**config.mk**
```make
export PLATFORM = sky130hd
export DESIGN_NAME = bt_cmd_ctrl
export DESIGN_NICKNAME = d
export VERILOG_FILES = /design/src/rtl/bt_cmd_ctrl.sv
export SDC_FILE = /design/constraint.sdc
export NUM_CORES = 1
export LEC_CHECK = 0
export ABC_CLOCK_PERIOD_IN_PS = 8260
export BUFFER_PORTS_ARGS = -buffer_cell sky130_fd_sc_hd__buf_2
export CAP_MARGIN = 15
export CORE_ASPECT_RATIO = 0.9
export CORE_MARGIN = 5
export CORE_UTILIZATION = 50
export CTS_BUF_LIST = sky130_fd_sc_hd__clkbuf_4
export DETAILED_ROUTE_END_ITERATION = 16
export GPL_ROUTABILITY_DRIVEN = 0
export PLACE_DENSITY = 0.8
export SETUP_SLACK_MARGIN = 0.05
export SLEW_MARGIN = 20
export SYNTH_ARGS = -nofsm -noshare
export SYNTH_HDL_FRONTEND = slang
export SYNTH_SLANG_ARGS = --single-unit
```
**constraint.sdc**
```tcl
create_clock -name clk_10Hz -period 8.26 [get_ports clk_10Hz]
set_clock_uncertainty 0.15 [all_clocks]
set_input_delay 0.413 -clock clk_10Hz [delete_from_list [all_inputs] [get_ports clk_10Hz]]
set_output_delay 0.413 -clock clk_10Hz [all_outputs]
set_load 0.1 [all_outputs]
```
**src/rtl/bt_cmd_ctrl.sv**
```systemverilog
// -----------------------------------------------------------------------------
// bt_cmd_ctrl
//
// Command-frame controller behind the UART receive path. Assembles fixed
// 4-byte frames {HDR_BYTE, OP, ARG, CHK}, where CHK = (OP + ARG) mod 256.
// A good frame with OP 01 or 02 writes ARG into control register A or B.
// Bad checksums, unknown opcodes and (optionally) stalled frames are
// rejected, reported and counted.
//
// Optional feature macro: BT_CMD_TIMEOUT_EN
//   defined   : inter-byte timeout counter present; err_code 3 on expiry
//   undefined : no counter; partial frames wait indefinitely
//
// Parameters
//   TIMEOUT_CYC  inter-byte timeout in clock cycles (2 .. 2^20-1)
//   HDR_BYTE     frame header value
//
// Ports
//   clk_10Hz   in   system clock, rising-edge
//   reset      in   asynchronous active-low reset
//   rx_valid   in   one-cycle byte strobe
//   rx_byte    in   received byte [7:0]
//   cmd_valid  out  one-cycle pulse, frame accepted and applied
//   cmd_op     out  opcode of last accepted frame [7:0]
//   cmd_arg    out  argument of last accepted frame [7:0]
//   ctrl_a     out  control register A (op 01) [7:0]
//   ctrl_b     out  control register B (op 02) [7:0]
//   err_pulse  out  one-cycle pulse, frame rejected
//   err_code   out  last reject reason: 1 checksum, 2 opcode, 3 timeout
//   err_cnt    out  saturating reject counter [7:0]
//   busy       out  high while a frame is being assembled
// -----------------------------------------------------------------------------
module bt_cmd_ctrl #(
  parameter int          TIMEOUT_CYC = 1000000,
  parameter logic [7:0]  HDR_BYTE    = 8'hAA
) (
  input  logic       clk_10Hz,
  input  logic       reset,
  input  logic       rx_valid,
  input  logic [7:0] rx_byte,
  output logic       cmd_valid,
  output logic [7:0] cmd_op,
  output logic [7:0] cmd_arg,
  output logic [7:0] ctrl_a,
  output logic [7:0] ctrl_b,
  output logic       err_pulse,
  output logic [1:0] err_code,
  output logic [7:0] err_cnt,
  output logic       busy
);

  typedef enum logic [1:0] {
    HUNT    = 2'd0,
    GET_OP  = 2'd1,
    GET_ARG = 2'd2,
    GET_CHK = 2'd3
  } state_t;

  function automatic logic [7:0] chk_sum(input logic [7:0] op, input logic [7:0] arg);
    return op + arg;
  endfunction

  function automatic logic [7:0] sat_inc(input logic [7:0] v);
    return (v == 8'hFF) ? v : v + 8'd1;
  endfunction

  state_t     state_q, state_d;
  logic       cmd_valid_q, cmd_valid_d;
  logic [7:0] cmd_op_q, cmd_op_d;
  logic [7:0] cmd_arg_q, cmd_arg_d;
  logic [7:0] ctrl_a_q, ctrl_a_d;
  logic [7:0] ctrl_b_q, ctrl_b_d;
  logic       err_pulse_q, err_pulse_d;
  logic [1:0] err_code_q, err_code_d;
  logic [7:0] err_cnt_q, err_cnt_d;
  logic [7:0] op_q, op_d;
  logic [7:0] arg_q, arg_d;
  logic       tmo_hit;

`ifdef BT_CMD_TIMEOUT_EN
  localparam logic [19:0] TMO_LAST = 20'(TIMEOUT_CYC - 1);

  logic [19:0] tmo_cnt_q, tmo_cnt_d;

  // A byte arriving in the expiry cycle wins, so expiry is masked by rx_valid.
  assign tmo_hit = (state_q != HUNT) && !rx_valid && (tmo_cnt_q == TMO_LAST);

  always_comb begin
    tmo_cnt_d = tmo_cnt_q + 20'd1;
    if ((state_q == HUNT) || rx_valid || tmo_hit) begin
      tmo_cnt_d = 20'd0;
    end
  end

  always_ff @(posedge clk_10Hz or negedge reset) begin
    if (!reset) begin
      tmo_cnt_q <= 20'd0;
    end else begin
      tmo_cnt_q <= tmo_cnt_d;
    end
  end
`else
  assign tmo_hit = 1'b0;
`endif

  always_comb begin
    logic       rej;
    logic [1:0] rej_code;
    state_d     = state_q;
    cmd_valid_d = 1'b0;
    cmd_op_d    = cmd_op_q;
    cmd_arg_d   = cmd_arg_q;
    ctrl_a_d    = ctrl_a_q;
    ctrl_b_d    = ctrl_b_q;
    err_pulse_d = 1'b0;
    err_code_d  = err_code_q;
    err_cnt_d   = err_cnt_q;
    op_d        = op_q;
    arg_d       = arg_q;
    rej         = 1'b0;
    rej_code    = 2'd0;

    case (state_q)
      HUNT: begin
        if (rx_valid && (rx_byte == HDR_BYTE)) begin
          state_d = GET_OP;
        end
      end
      GET_OP: begin
        if (rx_valid) begin
          op_d    = rx_byte;
          state_d = GET_ARG;
        end
      end
      GET_ARG: begin
        if (rx_valid) begin
          arg_d   = rx_byte;
          state_d = GET_CHK;
        end
      end
      GET_CHK: begin
        if (rx_valid) begin
          state_d = HUNT;
          if (rx_byte != chk_sum(op_q, arg_q)) begin
            rej      = 1'b1;
            rej_code = 2'd1;
          end else if (op_q == 8'h01) begin
            ctrl_a_d    = arg_q;
            cmd_op_d    = op_q;
            cmd_arg_d   = arg_q;
            cmd_valid_d = 1'b1;
          end else if (op_q == 8'h02) begin
            ctrl_b_d    = arg_q;
            cmd_op_d    = op_q;
            cmd_arg_d   = arg_q;
            cmd_valid_d = 1'b1;
          end else begin
            rej      = 1'b1;
            rej_code = 2'd2;
          end
        end
      end
      default: state_d = HUNT;
    endcase

    if (tmo_hit) begin
      state_d  = HUNT;
      rej      = 1'b1;
      rej_code = 2'd3;
    end

    if (rej) begin
      err_pulse_d = 1'b1;
      err_code_d  = rej_code;
      err_cnt_d   = sat_inc(err_cnt_q);
    end
  end

  always_ff @(posedge clk_10Hz or negedge reset) begin
    if (!reset) begin
      state_q     <= HUNT;
      cmd_valid_q <= 1'b0;
      cmd_op_q    <= 8'd0;
      cmd_arg_q   <= 8'd0;
      ctrl_a_q    <= 8'd0;
      ctrl_b_q    <= 8'd0;
      err_pulse_q <= 1'b0;
      err_code_q  <= 2'd0;
      err_cnt_q   <= 8'd0;
    end else begin
      state_q     <= state_d;
      cmd_valid_q <= cmd_valid_d;
      cmd_op_q    <= cmd_op_d;
      cmd_arg_q   <= cmd_arg_d;
      ctrl_a_q    <= ctrl_a_d;
      ctrl_b_q    <= ctrl_b_d;
      err_pulse_q <= err_pulse_d;
      err_code_q  <= err_code_d;
      err_cnt_q   <= err_cnt_d;
    end
  end

  // Frame holding registers are only read after being written in the same
  // frame, so they carry no reset.
  always_ff @(posedge clk_10Hz) begin
    op_q  <= op_d;
    arg_q <= arg_d;
  end

  assign cmd_valid = cmd_valid_q;
  assign cmd_op    = cmd_op_q;
  assign cmd_arg   = cmd_arg_q;
  assign ctrl_a    = ctrl_a_q;
  assign ctrl_b    = ctrl_b_q;
  assign err_pulse = err_pulse_q;
  assign err_code  = err_code_q;
  assign err_cnt   = err_cnt_q;
  assign busy      = (state_q != HUNT);

endmodule

```
==> impl_results.md <==
* Status: complete, no violations
* CTS tree: yes
* Gr ovfl total at 0
* Cells on worst reg2reg path at 9
* Prevailing post-synth register cell: dfrtp_1
* Crit-path leading delay family: simple AND/OR/NAND/NOR gates
* Synthesized area at 2830 µm²
* Max clock buf depth at 2
* Core ar. at 5600 µm²
* Ys async rst share at 0.742
* TritonCTS buffer count at 9
* Crit end category: flop
* Most frequent cells in the layout: 54 x buf_2, 46 x dfrtp_1, 25 x mux2_2
* Sequential fraction of the synthesis area at 0.576
* Drt total wl at 5450 µm
* Max_slew headroom at 0.552
* Die width at 89.3 µm
* Setup_tns at 0 ns
* Synthesized Nets at 236
* Worst Setup Path Type: flop to flop
* Crit path depth at 9
* Critical path's slowest cell: and2_1
* CTS H-tree depth at 3
* Fin Hold WS at 0.0871 ns
* Net total in the final layout at 300
* Post-synth EDFFs at 16
* Post-synth top area share at 0.407
* Peak Freq at 0.293 GHz
* Worst Setup Start Kind: flop
* Residual DRC at 0
* CP max FO at 15
* Max-slew violation count at 0
* RR Endpoint: cmd_arg[5]$_DFFE_PN0P_
* Ports at 56
* Leading area contributor after synthesis: dfrtp_1
* Yosys reg bits at 62
* # diodes at 0
* Critical Path Sink: cmd_arg[5]$_DFFE_PN0P_
* Worst endpoint data arrival time at 3.56 ns
* Gate count after technology mapping at 211
* Total GRT Usage at 0.164
* Initial antenna violation count at 0
* Die Footprint at 7270 µm²
* Unique masters post-synth at 39
* Final worst path period need at 3.42 ns
* FILL cells at 449
* Post-cts sizing count at 0
* Mapped Avg Cell Area at 13.4 µm²
* Power Dens Cells at 302 nW/µm²
* Synth-to-layout area growth at 19.7%
* Initial Util at 0.506
* Final ANT Viol Nets at 0
* Vias in the first global route at 1780
* Final Hold Fails at 0
* Bufs and invs on worst path at 0
* Worst R2R Setup Slack at 4.84 ns
* Commonest non-fill, non-tap cell in the layout: buf_2
* Postcts setup bufs at 0
* Clock sink count at 62
* Vias at 1870
* Worst R2R Start: arg_q[0]$_DFFE_PP_
* Static Leakage at 1.70 nW
* Max incr delay on CP at 0.57 ns
* Maximum vdd drop at 0.000366 V
* Pin slew with the least headroom to its limit at 0.664 ns
* Worst min path class: input port to flop
* RSZ-0062 raised after global routing: false
* Final worst-path cycle share at 0.414
* DR vias/cell at 5.34
* Wire per inst at 15.6 µm
* DP HPWL at 4000 µm
* Worst-Skew Late Latency at 0.40 ns
* DRT iter0 DRCs at 89
* Final setup violation count at 0
* Die height at 81.4 µm
* Cell Chain, Critical Path: ha_1 > fa_1 > a211oi_2 > o21bai_1 > a21oi_2 > xnor2_1 > nor4_4 > and2_1 > mux2_2
* CP Data Required Time at 8.40 ns
* Largest cells by area after synthesis: dfrtp_1 41%, edfxtp_1 17%, mux2_2 9.9%, ha_1 5.7%, xnor2_1 3.4%
* CP startpoint: arg_q[0]$_DFFE_PP_
* Root buffer cell: clkbuf_4
* Largest net degree at the start of global routing at 47
* DR pass1 iterations at 4
* IO Port Bufs at 55
* # Max-Cap Violations at 0
* FP Rows at 26
* First-pass GRT wire length at 8830 µm
* Syn. warnings at 0
* CTS clk-pin slew, worst paths at 0.10 ns
* Share of cells above drive strength 1 at 0.361
[per-layer routing]
metal	GRT usage	vias to the layer above	part of all wire
li1	-	887	-
met1	0.213	904	0.45
met3	0.0710	10	0.092
met2	0.250	69	0.44
met4	0.0446	0	0.015
met5	0	-	0
[state kept, by name, indices dropped and copies added, names as in the netlist]
signal,count
arg_q,8
cmd_arg,8
cmd_op,8
cmd_valid,1
ctrl_a,8
ctrl_b,8
err_cnt,8
err_code,2
err_pulse,1
op_q,8
state_q,2
[per-stage QoR]
step / instance area (µm²) / util / total power [mW] / std cells / setup WS (ns)
CTS: 3380 / 0.603 / 1.03 / 349 / 4.83
floorplan: 2830 / - / 0.671 / 211 / 5.18
global route: 3390 / 0.606 / 1.08 / 350 / 4.59
finish: 3390 / 0.606 / 1.02 / 350 / 4.84
global placement: 3170 / 0.567 / 0.734 / 333 / 4.91
detailed placement: 3170 / 0.567 / 0.740 / 333 / 4.85
[timing repair]
item                                    4_1_cts  5_1_grt
endpoints found under the setup margin        0        0
hold buffers                                  0        1
endpoints found under the hold margin         0       46
[worst min path at each step]
stage,cells after the start,end,slack [ns],startpoint
final,1,op_q[0]$_DFFE_PP_,0.09,rx_byte[0]
after global routing,1,op_q[0]$_DFFE_PP_,0.05,rx_byte[0]
after CTS,1,ctrl_b[2]$_DFFE_PN0P_,0.02,reset
after detailed placement,2,err_code[0]$_DFFE_PN0P_,0.31,err_code[0]$_DFFE_PN0P_
after global placement,2,err_code[0]$_DFFE_PN0P_,0.31,err_code[0]$_DFFE_PN0P_
after floorplan,0,cmd_arg[0]$_DFFE_PN0P_,-0.03,reset
[report_power, final]
group          total, mW  leakage [nW]  switching (mW)  internal, mW
clock              0.289         0.108           0.107         0.182
combinational      0.348         0.831           0.260        0.0880
sequential         0.384         0.759          0.0313         0.353
[kinds of logic after synthesis]
group	after synthesis	synth area share
compound gates	24	0.0636
xor+xnor	22	0.0680
fa+ha+maj	14	0.0645
mux	25	0.0994
buf+inv	12	0.0194
simple gates	52	0.109
flops	62	0.576
[Yosys cell counts, types with 2 or more instances]
library cell / n
a21oi_1: 5
xnor2_1: 11
nor3_1: 5
edfxtp_1: 16
mux2_2: 25
dfrtp_1: 46
and3_1: 3
nor2_1: 6
nand2_1: 9
a21o_1: 2
nor2b_1: 6
or3_1: 2
and2_1: 3
o21ai_0: 8
buf_2: 2
nand3_1: 9
inv_1: 9
ha_1: 13
xor2_1: 11
[layout make-up]
class                   instances  area (µm²)  share of cell area
clock inverters                 7         135              0.0399
repair buffers                 56         288              0.0849
multi-input cells             137        1140               0.338
well taps                      70        87.6              0.0258
inverters                       9        33.8             0.00997
clock buffers                   9        67.6              0.0199
flip-flops and latches         62        1630               0.482
No activity file was read; power rests on OpenSTA's default activity.
